File: config.mk
export PLATFORM = sky130hd
export DESIGN_NAME = cb_rc_seq_flat
export DESIGN_NICKNAME = d
export VERILOG_FILES = /design/src/rtl/cb_rc_seq_if.sv /design/src/rtl/cb_rc_seq.sv /design/src/flat_wrapper.sv
export SDC_FILE = /design/constraint.sdc
export NUM_CORES = 1
export LEC_CHECK = 0
export CAP_MARGIN = 20
export CELL_PAD_IN_SITES_DETAIL_PLACEMENT = 2
export CELL_PAD_IN_SITES_GLOBAL_PLACEMENT = 2
export CORE_ASPECT_RATIO = 0.5
export CORE_MARGIN = 2
export CORE_UTILIZATION = 38
export DETAILED_ROUTE_END_ITERATION = 10
export PLACE_DENSITY = 0.87
export SLEW_MARGIN = 20
export SYNTH_ARGS = -nofsm -noshare
export SYNTH_HDL_FRONTEND = slang
export SYNTH_SLANG_ARGS = --single-unit
File: constraint.sdc
create_clock -name clk -period 6.2 [get_ports clk]
set_input_delay 1.24 -clock clk [delete_from_list [all_inputs] [get_ports clk]]
set_output_delay 1.24 -clock clk [all_outputs]
set_load 0.02 [all_outputs]
File: src/rtl/cb_rc_seq_if.sv
// cb_rc_seq_if: command, back-pressure and issue/flag signals of the covariance row/column sequencer
//   master: drives start, row_base, col_base, row_num, col_num, col_major, stall
//   slave : drives busy, CB_row, CB_col, seq_valid, addr_valid, addr_last, addr_trans, done, err
interface cb_rc_seq_if #(parameter int ROW_LEN = 10);
    logic               start;
    logic [ROW_LEN-1:0] row_base;
    logic [ROW_LEN-1:0] col_base;
    logic [ROW_LEN-1:0] row_num;
    logic [ROW_LEN-1:0] col_num;
    logic               col_major;
    logic               stall;
    logic               busy;
    logic [ROW_LEN-1:0] CB_row;
    logic [ROW_LEN-1:0] CB_col;
    logic               seq_valid;
    logic               addr_valid;
    logic               addr_last;
    logic               addr_trans;
    logic               done;
    logic               err;
    modport master (
        output start, row_base, col_base, row_num, col_num, col_major, stall,
        input  busy, CB_row, CB_col, seq_valid, addr_valid, addr_last, addr_trans, done, err
    );
    modport slave (
        input  start, row_base, col_base, row_num, col_num, col_major, stall,
        output busy, CB_row, CB_col, seq_valid, addr_valid, addr_last, addr_trans, done, err
    );
endinterface

File: src/rtl/cb_rc_seq.sv
// cb_rc_seq: scans a covariance sub-block, folds upper-triangle pairs onto the lower triangle, aligns flags with AGD latency
//   clk, sys_rst : clock and synchronous active-high reset
//   bus (slave)  : command in, stall in, folded (CB_row, CB_col) pairs and AGD_LAT-delayed valid/last/trans flags out
module cb_rc_seq #(
    parameter int ROW_LEN = 10,
    parameter int MAT_DIM = 1003,
    parameter int AGD_LAT = 5
) (
    input logic        clk,
    input logic        sys_rst,
    cb_rc_seq_if.slave bus
);
    typedef enum logic [1:0] {IDLE, RUN, DRAIN, DONE} state_t;
    localparam logic [ROW_LEN:0] lim = (ROW_LEN+1)'(MAT_DIM);
    state_t state;
    logic [ROW_LEN-1:0] rb, cb, rn, cn, r_cnt, c_cnt, r, c;
    logic cm, seq_last, seq_trans, r_wrap, c_wrap, last, swap, zero, bad;
    logic [AGD_LAT-1:0] v_pipe, l_pipe, t_pipe;
    always_comb begin
        r      = rb + r_cnt;
        c      = cb + c_cnt;
        r_wrap = r_cnt == rn - 1'b1;
        c_wrap = c_cnt == cn - 1'b1;
        last   = r_wrap && c_wrap;
        swap   = c > r;
        zero   = bus.row_num == '0 || bus.col_num == '0;
        bad    = ({1'b0, bus.row_base} + {1'b0, bus.row_num}) > lim ||
                 ({1'b0, bus.col_base} + {1'b0, bus.col_num}) > lim;
    end
    assign bus.addr_valid = v_pipe[AGD_LAT-1];
    assign bus.addr_last  = l_pipe[AGD_LAT-1];
    assign bus.addr_trans = t_pipe[AGD_LAT-1];
    always_ff @(posedge clk) begin
        if (sys_rst) begin
            state         <= IDLE;
            bus.busy      <= 1'b0;
            bus.done      <= 1'b0;
            bus.err       <= 1'b0;
            bus.seq_valid <= 1'b0;
            bus.CB_row    <= '0;
            bus.CB_col    <= '0;
            seq_last      <= 1'b0;
            seq_trans     <= 1'b0;
            v_pipe        <= '0;
            l_pipe        <= '0;
            t_pipe        <= '0;
            rb            <= '0;
            cb            <= '0;
            rn            <= '0;
            cn            <= '0;
            cm            <= 1'b0;
            r_cnt         <= '0;
            c_cnt         <= '0;
        end else begin
            bus.done      <= 1'b0;
            bus.err       <= 1'b0;
            bus.seq_valid <= 1'b0;
            seq_last      <= 1'b0;
            seq_trans     <= 1'b0;
            // Delay lines shift every cycle so stalls appear as bubbles downstream
            v_pipe        <= {v_pipe[AGD_LAT-2:0], bus.seq_valid};
            l_pipe        <= {l_pipe[AGD_LAT-2:0], seq_last};
            t_pipe        <= {t_pipe[AGD_LAT-2:0], seq_trans};
            case (state)
                IDLE: if (bus.start) begin
                    if (zero) begin
                        bus.busy <= 1'b1;
                        state    <= DONE;
                    end else if (bad) begin
                        bus.err <= 1'b1;
                    end else begin
                        rb       <= bus.row_base;
                        cb       <= bus.col_base;
                        rn       <= bus.row_num;
                        cn       <= bus.col_num;
                        cm       <= bus.col_major;
                        r_cnt    <= '0;
                        c_cnt    <= '0;
                        bus.busy <= 1'b1;
                        state    <= RUN;
                    end
                end
                RUN: if (!bus.stall) begin
                    bus.seq_valid <= 1'b1;
                    seq_last      <= last;
                    seq_trans     <= swap;
                    bus.CB_row    <= swap ? c : r;
                    bus.CB_col    <= swap ? r : c;
                    if (last) begin
                        state <= DRAIN;
                    end else if (cm) begin
                        r_cnt <= r_wrap ? '0 : r_cnt + 1'b1;
                        c_cnt <= r_wrap ? c_cnt + 1'b1 : c_cnt;
                    end else begin
                        c_cnt <= c_wrap ? '0 : c_cnt + 1'b1;
                        r_cnt <= c_wrap ? r_cnt + 1'b1 : r_cnt;
                    end
                end
                // Leave once only the final entry remains ahead of the output stage,
                // so done lands the cycle after the last addr_valid
                DRAIN: if (!bus.seq_valid && v_pipe[AGD_LAT-3:0] == '0) state <= DONE;
                default: begin
                    bus.done <= 1'b1;
                    bus.busy <= 1'b0;
                    state    <= IDLE;
                end
            endcase
        end
    end
endmodule
File: src/flat_wrapper.sv
// flat-port wrapper written by rule: the top's interface ports become plain ports
module cb_rc_seq_flat 
#(
    parameter int ROW_LEN = 10,
    parameter int MAT_DIM = 1003,
    parameter int AGD_LAT = 5
)
  (clk, sys_rst, bus_start, bus_row_base, bus_col_base, bus_row_num, bus_col_num, bus_col_major, bus_stall, bus_busy, bus_CB_row, bus_CB_col, bus_seq_valid, bus_addr_valid, bus_addr_last, bus_addr_trans, bus_done, bus_err);
  cb_rc_seq_if #(.ROW_LEN(ROW_LEN)) bus_i ();
  input logic clk;
  input logic sys_rst;
  input wire logic [$bits(bus_i.start)-1:0] bus_start;
  input wire logic [$bits(bus_i.row_base)-1:0] bus_row_base;
  input wire logic [$bits(bus_i.col_base)-1:0] bus_col_base;
  input wire logic [$bits(bus_i.row_num)-1:0] bus_row_num;
  input wire logic [$bits(bus_i.col_num)-1:0] bus_col_num;
  input wire logic [$bits(bus_i.col_major)-1:0] bus_col_major;
  input wire logic [$bits(bus_i.stall)-1:0] bus_stall;
  output wire logic [$bits(bus_i.busy)-1:0] bus_busy;
  output wire logic [$bits(bus_i.CB_row)-1:0] bus_CB_row;
  output wire logic [$bits(bus_i.CB_col)-1:0] bus_CB_col;
  output wire logic [$bits(bus_i.seq_valid)-1:0] bus_seq_valid;
  output wire logic [$bits(bus_i.addr_valid)-1:0] bus_addr_valid;
  output wire logic [$bits(bus_i.addr_last)-1:0] bus_addr_last;
  output wire logic [$bits(bus_i.addr_trans)-1:0] bus_addr_trans;
  output wire logic [$bits(bus_i.done)-1:0] bus_done;
  output wire logic [$bits(bus_i.err)-1:0] bus_err;
  assign bus_i.start = bus_start;
  assign bus_i.row_base = bus_row_base;
  assign bus_i.col_base = bus_col_base;
  assign bus_i.row_num = bus_row_num;
  assign bus_i.col_num = bus_col_num;
  assign bus_i.col_major = bus_col_major;
  assign bus_i.stall = bus_stall;
  assign bus_busy = bus_i.busy;
  assign bus_CB_row = bus_i.CB_row;
  assign bus_CB_col = bus_i.CB_col;
  assign bus_seq_valid = bus_i.seq_valid;
  assign bus_addr_valid = bus_i.addr_valid;
  assign bus_addr_last = bus_i.addr_last;
  assign bus_addr_trans = bus_i.addr_trans;
  assign bus_done = bus_i.done;
  assign bus_err = bus_i.err;
  cb_rc_seq #(.ROW_LEN(ROW_LEN), .MAT_DIM(MAT_DIM), .AGD_LAT(AGD_LAT)) u_core (.clk(clk), .sys_rst(sys_rst), .bus(bus_i));
endmodule
==> impl_metrics.py <==
metrics = {
    "clock_network": {
        "cts_sinks": 104,
        "postCtsSetupBuffers": 0,
        "cts_hold_buf": 0,
        "clkTransAtPathRegs_ps": 80,
        "htree_num_levels": 3,
        "cts_resized": 0,
        "clock-root-buffer": "clkbuf_16",
        "cts_tree": "done",
        "clock_latency_ps": 370,
        "cts_max_path_buffers": 2,
        "cts_buffers": 9,
    },
    "worst_setup_path": {
        "r2r_start": "u_core.c_cnt[1]",
        "reg2reg_slack_ps": 1560,
        "end_kind": "flop",
        "crit_end": "u_core.cn[2]",
        "cp.arrival_ps": 5350,
        "crit_fanout": 30,
        "cp_data_required_time_ps": 6410,
        "startpoint": "bus_col_num[0]",
        "r2r_cells": 17,
        "worstSetupPathType": "input port to flop",
        "r2r_end": "u_core.bus.CB_row[3]",
        "start_kind": "input port",
    },
    "global_routing": {
        "grt_util_all_layers_pct": 26.0,
        "grt_first_pass_wirelength_mm": 37.8,
        "antenna_found_initial": 0,
        "grt_overflow": 0,
        "grt_pass1_vias": 6658,
        "grt_max_degree": 82,
    },
    "logic_synthesis": {
        "synth_area_um2": 6730,
        "syn_avg_cell_area_um2": 8.78,
        "synth-seq-area-share_pct": 30.9,
        "ys.flop_type": "dfxtp_1",
        "postSynth.asyncResetShare_pct": 0,
        "ys_warn_count": 0,
        "ys_types": 69,
        "synthCells": 767,
        "ys_ff_latch": 104,
        "synth_edf_count": 0,
        "syn_nets": 872,
    },
    "drt": {
        "drtIter0Drc": 334,
        "met3WireLength_mm": 1.29,
        "firstDrtPassIters": 5,
        "drt-wirelength-per-cell_um": 22.8,
        "ant_nets": 0,
        "num_vias": 6307,
        "met1Wirelength_mm": 11.7,
        "drt-vias-per-instance": 5.92,
        "route.met2.wl_mm": 11.0,
        "highest_layer": "met4",
        "totalWireLength_mm": 24.3,
        "drc": 0,
    },
    "timing": {
        "fmax_mhz": 195,
        "setup_tns_ps": 0,
        "fin_crit_sh_pct": 82.9,
        "worstMarginPinSlew_ps": 978,
        "drv_slew": 0,
        "finalSetupViolations": 0,
        "hold_viol": 0,
        "grt_setup_unrepaired": "no",
        "max_slew_margin_pct": 34.8,
        "layout_min_cycle_time_ps": 5140,
        "clock_skew_ps": 12.6,
    },
    "final_layout": {
        "postLayoutCellArea_um2": 8040,
        "insertedDiodeCount": 0,
        "nets": 932,
        "final_common_cell": "dfxtp_1",
        "final_cell_mix": "104 x dfxtp_1, 91 x nor2_1, 70 x clkdlybuf4s50_1",
        "area_growth_pct": 19.4,
        "drive_gt1_share_pct": 6.13,
    },
    "pwr": {
        "ir_drop_uv": 147,
        "powerDensity_nw_per_um2": 295,
        "p_leak_nw": 3.18,
    },
    "floorplanning": {
        "die-height_um": 98.1,
        "initial_core_util_pct": 38.8,
        "core-area_um2": 17400,
        "dieWidth_um": 192,
        "dieArea_um2": 18900,
        "rows": 34,
        "ios": 72,
    },
    "job": {
        "maxCapViolCount": 0,
    },
    "place": {
        "place.gp.congestion": 0.835,
        "placed_area_um2": 7680,
        "io_buffers": 71,
        "place_hpwl_mm": 17.9,
    },
    "outcome": {
        "outcome": "finished, final reports clean",
    },
    "hold_path": {
        "hp-class": "flop to flop",
    },
}
==> logic make-up after synthesis <==
kind of cell,synth area share [%]
and+or+nand+nor,19.9
AOI/OAI and AO/OA,19.7
DFF,30.9
buffers and inverters,3.85
adders and majority gates,11.6
muxes,8.18
xor gates and xnor gates,5.86
==> per-stage QoR <==
stage	total power [W]	setup slack [ps]	instances	utilization, %	hold WS, ps
global route	0.00249	758	1066	46.3	460
floorplan	0.00139	2100	767	-	414
detailed placement	0.00168	555	1050	44.3	429
CTS	0.00236	859	1066	46.2	448
global placement	0.00162	818	1049	44.2	416
finish	0.00237	1060	1066	46.3	443
==> flip-flops by register name (all words and copies together), names as in the netlist <==
signal / flops
u_core.cb: 10
u_core.bus.CB_col: 10
u_core.c_cnt: 10
u_core.bus.err: 1
u_core.seq_last: 1
u_core.state: 2
u_core.bus.done: 1
u_core.bus.seq_valid: 1
u_core.v_pipe: 5
u_core.l_pipe: 5
u_core.rn: 10
u_core.r_cnt: 10
u_core.cn: 10
u_core.bus.CB_row: 10
u_core.seq_trans: 1
u_core.bus.busy: 1
u_core.rb: 10
u_core.cm: 1
u_core.t_pipe: 5
==> layout make-up <==
class | instances | area, um2
clock buffers | 9 | 225
clock inverters | 7 | 109
fillers | 1902 | 9320
inverters | 39 | 146
multi-input cells | 597 | 4440
flip-flops and latches | 104 | 2080
well taps | 234 | 293
repair buffers | 76 | 746
==> routing by layer <==
| metal | GRT usage (%) | vias to the layer above |
|---|---|---|
| met5 | 0 | - |
| met4 | 6.40 | 0 |
| met3 | 4.74 | 24 |
| met2 | 41.9 | 153 |
| met1 | 36.0 | 3189 |
| li1 | - | 2941 |
==> Yosys cell counts, drive strengths merged, types with 8 or more instances <==
cell type,n,area [um2]
nor2b,26,163
xor2,14,123
nand3,21,130
nor4,11,83.8
a21o,9,67.6
nor3,16,80.1
nor2,92,345
o31ai,9,77.6
dfxtp,104,2080
and2,8,50.1
or3,8,50.1
a21oi,42,210
o21ai,24,120
nand2,28,105
ha,56,701
and3,9,61.3
a211oi,19,143
mux2i,55,551
xnor2,31,272
clkbuf,20,75.1
nand4,8,50.1
inv,39,146
==> critical path: stages <==
cell and delay (ps):
clkdlybuf4s50_1 450, ha_1 260, fa_1 420, a211oi_1 360, o21ai_0 210, and2_1 220
o2111ai_1 280, nand3b_1 270, nor3_4 640, buf_4 580, mux2i_1 310, nor2_1 80
==> worst min path at each step <==
| stage | from | to | slack, ps | depth (start not counted) |
|---|---|---|---|---|
| after detailed placement | u_core.l_pipe[1] | u_core.l_pipe[2] | 430 | 1 |
| final | u_core.v_pipe[3] | u_core.v_pipe[4] | 440 | 1 |
| after global placement | u_core.l_pipe[2] | u_core.l_pipe[3] | 420 | 1 |
| after CTS | u_core.l_pipe[1] | u_core.l_pipe[2] | 450 | 1 |
| after floorplan | u_core.seq_last | u_core.l_pipe[0] | 410 | 1 |
| after global routing | u_core.seq_trans | u_core.t_pipe[0] | 460 | 1 |
==> report_power, final <==
| group | internal, W | switching [W] |
|---|---|---|
| clock network | 0.000364 | 0.000306 |
| registers | 0.000726 | 0.0000675 |
| logic | 0.000359 | 0.000546 |
| total | 0.00145 | 0.000919 |
No activity file was read; power rests on OpenSTA's default activity.
